[src/rtl/video_pkg.sv]
// Shared timing defaults, size helpers and colour-bar decode for the video output pipe.
package video_pkg;

  localparam int unsigned DEF_H_ACTIVE = 640;
  localparam int unsigned DEF_H_FP     = 16;
  localparam int unsigned DEF_H_SYNC   = 96;
  localparam int unsigned DEF_H_BP     = 48;
  localparam int unsigned DEF_V_ACTIVE = 480;
  localparam int unsigned DEF_V_FP     = 10;
  localparam int unsigned DEF_V_SYNC   = 2;
  localparam int unsigned DEF_V_BP     = 33;

  // Raw per-pixel timing flags carried alongside the coordinate
  typedef struct packed {
    logic active;
    logic hs;
    logic vs;
  } timing_t;

  // Total counts per line or per frame
  function automatic int unsigned span_total(input int unsigned act, input int unsigned fp,
                                             input int unsigned sync, input int unsigned bp);
    return act + fp + sync + bp;
  endfunction

  // Counter width able to hold 0..total-1
  function automatic int unsigned cnt_width(input int unsigned total);
    return (total <= 1) ? 1 : $clog2(total);
  endfunction

  // Bar 0..7 across the visible line; bit2=red, bit1=green, bit0=blue
  function automatic logic [2:0] bar_index(input int unsigned xv, input int unsigned h_active);
    return 3'((xv * 8) / h_active);
  endfunction

endpackage

[src/rtl/video_out_pipe_delay_line.sv]
// Fixed-depth shift register with synchronous clear; depth 0 is a plain wire.
module delay_line
  import video_pkg::*;
#(
  parameter int unsigned WIDTH = 1,
  parameter int unsigned DEPTH = 1
) (
  input  logic             clk_pix,
  input  logic             rst_pix,
  input  logic [WIDTH-1:0] din,
  output logic [WIDTH-1:0] dout
);

  if (DEPTH == 0) begin : g_wire
    assign dout = din;
  end else begin : g_sr
    logic [WIDTH-1:0] sr [DEPTH];

    // Shift one stage per pixel clock, clear every stage on reset
    always_ff @(posedge clk_pix) begin
      if (rst_pix) begin
        for (int i = 0; i < int'(DEPTH); i++) sr[i] <= '0;
      end else begin
        sr[0] <= din;
        for (int i = 1; i < int'(DEPTH); i++) sr[i] <= sr[i-1];
      end
    end

    assign dout = sr[DEPTH-1];
  end

endmodule

[src/rtl/video_out_pipe.sv]
// Display timing generator with sync/blank re-alignment to a latent colour source.
module video_out_pipe
  import video_pkg::*;
#(
  parameter int unsigned H_ACTIVE    = DEF_H_ACTIVE,
  parameter int unsigned H_FP        = DEF_H_FP,
  parameter int unsigned H_SYNC      = DEF_H_SYNC,
  parameter int unsigned H_BP        = DEF_H_BP,
  parameter int unsigned V_ACTIVE    = DEF_V_ACTIVE,
  parameter int unsigned V_FP        = DEF_V_FP,
  parameter int unsigned V_SYNC      = DEF_V_SYNC,
  parameter int unsigned V_BP        = DEF_V_BP,
  parameter int unsigned H_POL       = 0,
  parameter int unsigned V_POL       = 0,
  parameter int unsigned PIX_LATENCY = 2,
  parameter int unsigned COLOR_W     = 4,
  localparam int unsigned H_TOTAL    = span_total(H_ACTIVE, H_FP, H_SYNC, H_BP),
  localparam int unsigned V_TOTAL    = span_total(V_ACTIVE, V_FP, V_SYNC, V_BP),
  localparam int unsigned XW         = cnt_width(H_TOTAL),
  localparam int unsigned YW         = cnt_width(V_TOTAL)
) (
  input  logic               clk_pix,
  input  logic               rst_pix,
  input  logic               pattern_en,
  output logic [XW-1:0]      x,
  output logic [YW-1:0]      y,
  output logic               frame_start,
  output logic               line_start,
  input  logic [COLOR_W-1:0] r_in,
  input  logic [COLOR_W-1:0] g_in,
  input  logic [COLOR_W-1:0] b_in,
  output logic [COLOR_W-1:0] vga_r,
  output logic [COLOR_W-1:0] vga_g,
  output logic [COLOR_W-1:0] vga_b,
  output logic               vga_hsync,
  output logic               vga_vsync,
  output logic               vga_de
);

  localparam int unsigned DW     = XW + $bits(timing_t);
  localparam int unsigned HS_BEG = H_ACTIVE + H_FP;
  localparam int unsigned HS_END = H_ACTIVE + H_FP + H_SYNC;
  localparam int unsigned VS_BEG = V_ACTIVE + V_FP;
  localparam int unsigned VS_END = V_ACTIVE + V_FP + V_SYNC;
  localparam logic        HS_ON  = 1'(H_POL);
  localparam logic        VS_ON  = 1'(V_POL);

  timing_t           tim0;
  timing_t           tim_d;
  logic [XW-1:0]     x_d;
  logic [DW-1:0]     dl_in;
  logic [DW-1:0]     dl_out;
  logic [2:0]        bar;
  logic [COLOR_W-1:0] src_r;
  logic [COLOR_W-1:0] src_g;
  logic [COLOR_W-1:0] src_b;

  // Raster counters: x every clock, y on the x wrap
  always_ff @(posedge clk_pix) begin
    if (rst_pix) begin
      x <= '0;
      y <= '0;
    end else if (x == XW'(H_TOTAL - 1)) begin
      x <= '0;
      if (y == YW'(V_TOTAL - 1)) y <= '0;
      else                       y <= y + YW'(1);
    end else begin
      x <= x + XW'(1);
    end
  end

  assign frame_start = (x == '0) && (y == '0);
  assign line_start  = (x == '0);

  // Stage-0 timing decode from the counters
  always_comb begin
    tim0        = '0;
    tim0.active = (32'(x) < H_ACTIVE) && (32'(y) < V_ACTIVE);
    tim0.hs     = (32'(x) >= HS_BEG) && (32'(x) < HS_END);
    tim0.vs     = (32'(y) >= VS_BEG) && (32'(y) < VS_END);
  end

  assign dl_in = {x, tim0};

  delay_line #(
    .WIDTH(DW),
    .DEPTH(PIX_LATENCY)
  ) u_delay (
    .clk_pix(clk_pix),
    .rst_pix(rst_pix),
    .din    (dl_in),
    .dout   (dl_out)
  );

  assign {x_d, tim_d} = dl_out;

  // Colour source: external pixel or colour bar for the delayed x
  always_comb begin
    bar   = bar_index(32'(x_d), H_ACTIVE);
    src_r = r_in;
    src_g = g_in;
    src_b = b_in;
    if (pattern_en) begin
      src_r = {COLOR_W{bar[2]}};
      src_g = {COLOR_W{bar[1]}};
      src_b = {COLOR_W{bar[0]}};
    end
  end

  // Output register: syncs, data-enable and blanked colour
  always_ff @(posedge clk_pix) begin
    if (rst_pix) begin
      vga_de    <= 1'b0;
      vga_hsync <= ~HS_ON;
      vga_vsync <= ~VS_ON;
      vga_r     <= '0;
      vga_g     <= '0;
      vga_b     <= '0;
    end else begin
      vga_de    <= tim_d.active;
      vga_hsync <= tim_d.hs ? HS_ON : ~HS_ON;
      vga_vsync <= tim_d.vs ? VS_ON : ~VS_ON;
      vga_r     <= tim_d.active ? src_r : '0;
      vga_g     <= tim_d.active ? src_g : '0;
      vga_b     <= tim_d.active ? src_b : '0;
    end
  end

endmodule

[config.mk]
export PLATFORM = sky130hd
export DESIGN_NAME = video_out_pipe
export DESIGN_NICKNAME = d
export VERILOG_FILES = /design/src/rtl/video_pkg.sv /design/src/rtl/video_out_pipe_delay_line.sv /design/src/rtl/video_out_pipe.sv
export SDC_FILE = /design/constraint.sdc
export NUM_CORES = 1
export LEC_CHECK = 0
export BUFFER_PORTS_ARGS = -buffer_cell sky130_fd_sc_hd__buf_2
export CAP_MARGIN = 20
export CELL_PAD_IN_SITES_DETAIL_PLACEMENT = 1
export CELL_PAD_IN_SITES_GLOBAL_PLACEMENT = 1
export CORE_MARGIN = 10
export CORE_UTILIZATION = 35
export CTS_CLUSTER_SIZE = 16
export DETAILED_ROUTE_END_ITERATION = 16
export PLACE_DENSITY_LB_ADDON = 0.08
export RECOVER_POWER = 25
export SYNTH_ARGS = -nofsm -noshare
export SYNTH_HDL_FRONTEND = slang
export SYNTH_SLANG_ARGS = --single-unit
[constraint.sdc]
create_clock -name clk_pix -period 4.2 [get_ports clk_pix]
set_clock_uncertainty 0.2 [all_clocks]
set_input_delay 0.42 -clock clk_pix [delete_from_list [all_inputs] [get_ports clk_pix]]
set_output_delay 0.42 -clock clk_pix [all_outputs]
set_load 0.01 [all_outputs]
==> impl_metrics.toml <==
[synthesis]
ys_ff_latch = 53
synth_edf_count = 0
ys.flop_type = "dfxtp_1"
ys.warnings.count = 0
yosysSeqAreaShare = 0.452
netlist_area_um2 = 2350
synth_nets = 277
avgSynthCellArea_um2 = 9.14
syn_inst = 257
synth_cell_types = 48
async_reset_ff_frac = 0

[critical_path]
worstSetupPathType = "flop to flop"
critPathLaunchType = "flop"
required_ns = 4.24
crit_fanout = 13
end_kind = "flop"
cp.arrival_ns = 2.66

[cells_and_area]
diodes = 0
final_core_util = 0.417
drive_above_1_share = 0.233
nets = 315
area_growth_pct = 14.0

[global_routing]
grt_pass1_vias = 1925
grtUsageTotal = 0.105
grt_max_degree = 27
grt_pass1_wl_mm = 9.05
antenna_found_initial = 0
grt.overflow.total = 0

[floorplanning]
row_count = 29
core_um2 = 6420
die-area_um2 = 10400
die_w_um = 102
io_pins = 52
start_util = 0.366
dieHeight_um = 102

[route]
drtAntennaViolNets = 0
drt-initial-drc-count = 69
routed_wl_mm = 5.41
avgViaCountPerCell = 4.96
wl_per_cell_um = 14.5
first_pass_iters = 4
num_vias = 1850
drc = 0

[power_and_ir_drop]
irDropWorstVdd_mv = 0.156
power_density_nw_per_um2 = 322
total_power_mw = 0.862
switching_share = 0.247
pwr-share-seq = 0.595
pwr-share-comb = 0.051
p_sw_mw = 0.213
p_leak_nw = 1.15
internal-power_mw = 0.649
power_frac_clock = 0.354

[flow_run]
maxCapViolations = 0

[clock_tree]
cts_max_level = 2
numCtsBuffers = 5
clockBufferDepth = 2
cts_sinks = 53
cts_setup_buffers = 0
cts_tree = "built"
cts.repair.resized = 0
clk_pin_slew_ns = 0.11
clk_latency_ns = 0.31
root_buffer = "clkbuf_8"
holdBufCountCts = 0

[sta]
drv_slew = 0
grt_setup_unrepaired = "false"
finalSetupViolCount = 0
final.min_clock_period_ns = 2.62
period_share = 0.625
tightest_slew_ns = 1.00
finalHoldViolCount = 0
fmax_mhz = 381
relSlewSlack = 0.332
tns_ns = 0
hold_ws_ns = 0.103

[hold_path]
hp-class = "input pin to flop"

[place]
port_buffers = 51
place.gp.congestion = 0.768
dp_hpwl_mm = 4.11

[status]
status = "finished clean"
## cells in the final DEF, fill, tap and decap left out, types with 2 or more instances in the layout
cell type,netlist,final
a31oi_1,4,4
o21a_1,11,11
or3_1,2,2
and3_1,6,6
xnor2_1,3,3
inv_1,10,10
nand4_1,5,5
clkbuf_1,7,2
a21oi_1,7,7
clkinvlp_4,0,2
nand3_1,7,7
xor2_1,11,11
o211ai_1,3,3
ha_1,5,5
buf_2,3,49
nor4_1,2,2
o21ai_0,16,16
nand2_1,15,15
clkbuf_8,0,5
nand2b_1,5,5
nor3_1,7,7
nor2b_1,18,18
nor2_1,22,22
dfxtp_1,53,53
## power groups by stage
stage	sequential [mW]	clock [mW]	combinational, mW
after floorplan	0.526	0	0.0260
after global placement	0.525	0	0.0455
after detailed placement	0.525	0	0.0454
after CTS	0.513	0.323	0.0458
after global routing	0.514	0.339	0.0504
final	0.513	0.305	0.0441
## flip-flops by register name (all words and copies together), names as in the netlist
name and cells:
vga_g 4, x 10, vga_hsync 1, u_delay.g_sr.sr 18
y 10, vga_vsync 1, vga_b 4, vga_de 1
vga_r 4
## path summary, 6_finish.rpt
check | from | to | slack (ns) | cells after the start
min reg2reg | u_delay.g_sr.sr[0][14] | vga_hsync | 0.19 | 1
max | u_delay.g_sr.sr[0][23] | vga_b[1] | 1.58 | 9
min | g_in[1] | vga_g[1] | 0.10 | 2
max reg2reg | u_delay.g_sr.sr[0][23] | vga_b[1] | 1.58 | 9
## stage by stage
stage / cell area (um2) / worst slack, ns / std cells
finish: 2680 / 1.58 / 373
global route: 2680 / 1.34 / 373
CTS: 2680 / 1.59 / 373
detailed placement: 2580 / 1.60 / 365
global placement: 2580 / 1.70 / 365
floorplan: 2350 / 1.82 / 257
## cell usage after synthesis, drive strengths merged, types with 2 or more instances
master | count | area (um2)
a21oi | 8 | 43.8
a31oi | 4 | 25.0
and3 | 6 | 37.5
buf | 13 | 90.1
clkbuf | 7 | 26.3
dfxtp | 53 | 1060
ha | 5 | 62.6
inv | 10 | 37.5
nand2 | 15 | 56.3
nand2b | 5 | 31.3
nand3 | 8 | 45.0
nand4 | 6 | 43.8
nor2 | 23 | 88.8
nor2b | 18 | 113
nor3 | 7 | 35.0
nor4 | 4 | 46.3
o211ai | 3 | 22.5
o21a | 11 | 82.6
o21ai | 17 | 85.1
or3 | 2 | 12.5
or4b | 2 | 23.8
xnor2 | 3 | 26.3
xor2 | 11 | 96.3
## layer usage
layer,vias up,GRT usage,share of wire
met2,39,0.183,0.48
met1,864,0.121,0.45
li1,945,-,-
met5,-,0,0
met4,0,0.0325,0.0055
met3,2,0.0331,0.063
## logic make-up after synthesis
| group | count (synthesis) | synth area share |
|---|---|---|
| AOI/OAI and AO/OA | 50 | 0.136 |
| xor gates and xnor gates | 14 | 0.0522 |
| adders and majority gates | 5 | 0.0266 |
| buffers and inverters | 30 | 0.0655 |
| DFF | 53 | 0.452 |
| muxes | 2 | 0.0107 |
| and+or+nand+nor | 103 | 0.257 |
## final cells by class
| class | instances | area (um2) |
|---|---|---|
| Multi-Input combinational cell | 174 | 1130 |
| Inverter | 10 | 37.5 |
| Clock inverter | 3 | 26.3 |
| Fill cell | 771 | 3750 |
| Timing Repair Buffer | 51 | 253 |
| Sequential cell | 53 | 1060 |
| Clock buffer | 5 | 68.8 |
| Tap cell | 77 | 96.3 |
## critical path, stage by stage (launching register included)
cell and delay [ns]:
dfxtp_1 0.44, nor2_1 0.21, inv_1 0.07, ha_1 0.31, nand2b_1 0.19, o21a_1 0.22
nand4bb_1 0.22, a21boi_2 0.22, mux2_4 0.34, a31oi_1 0.13
Note: power is estimated with default switching activity, not from simulation.
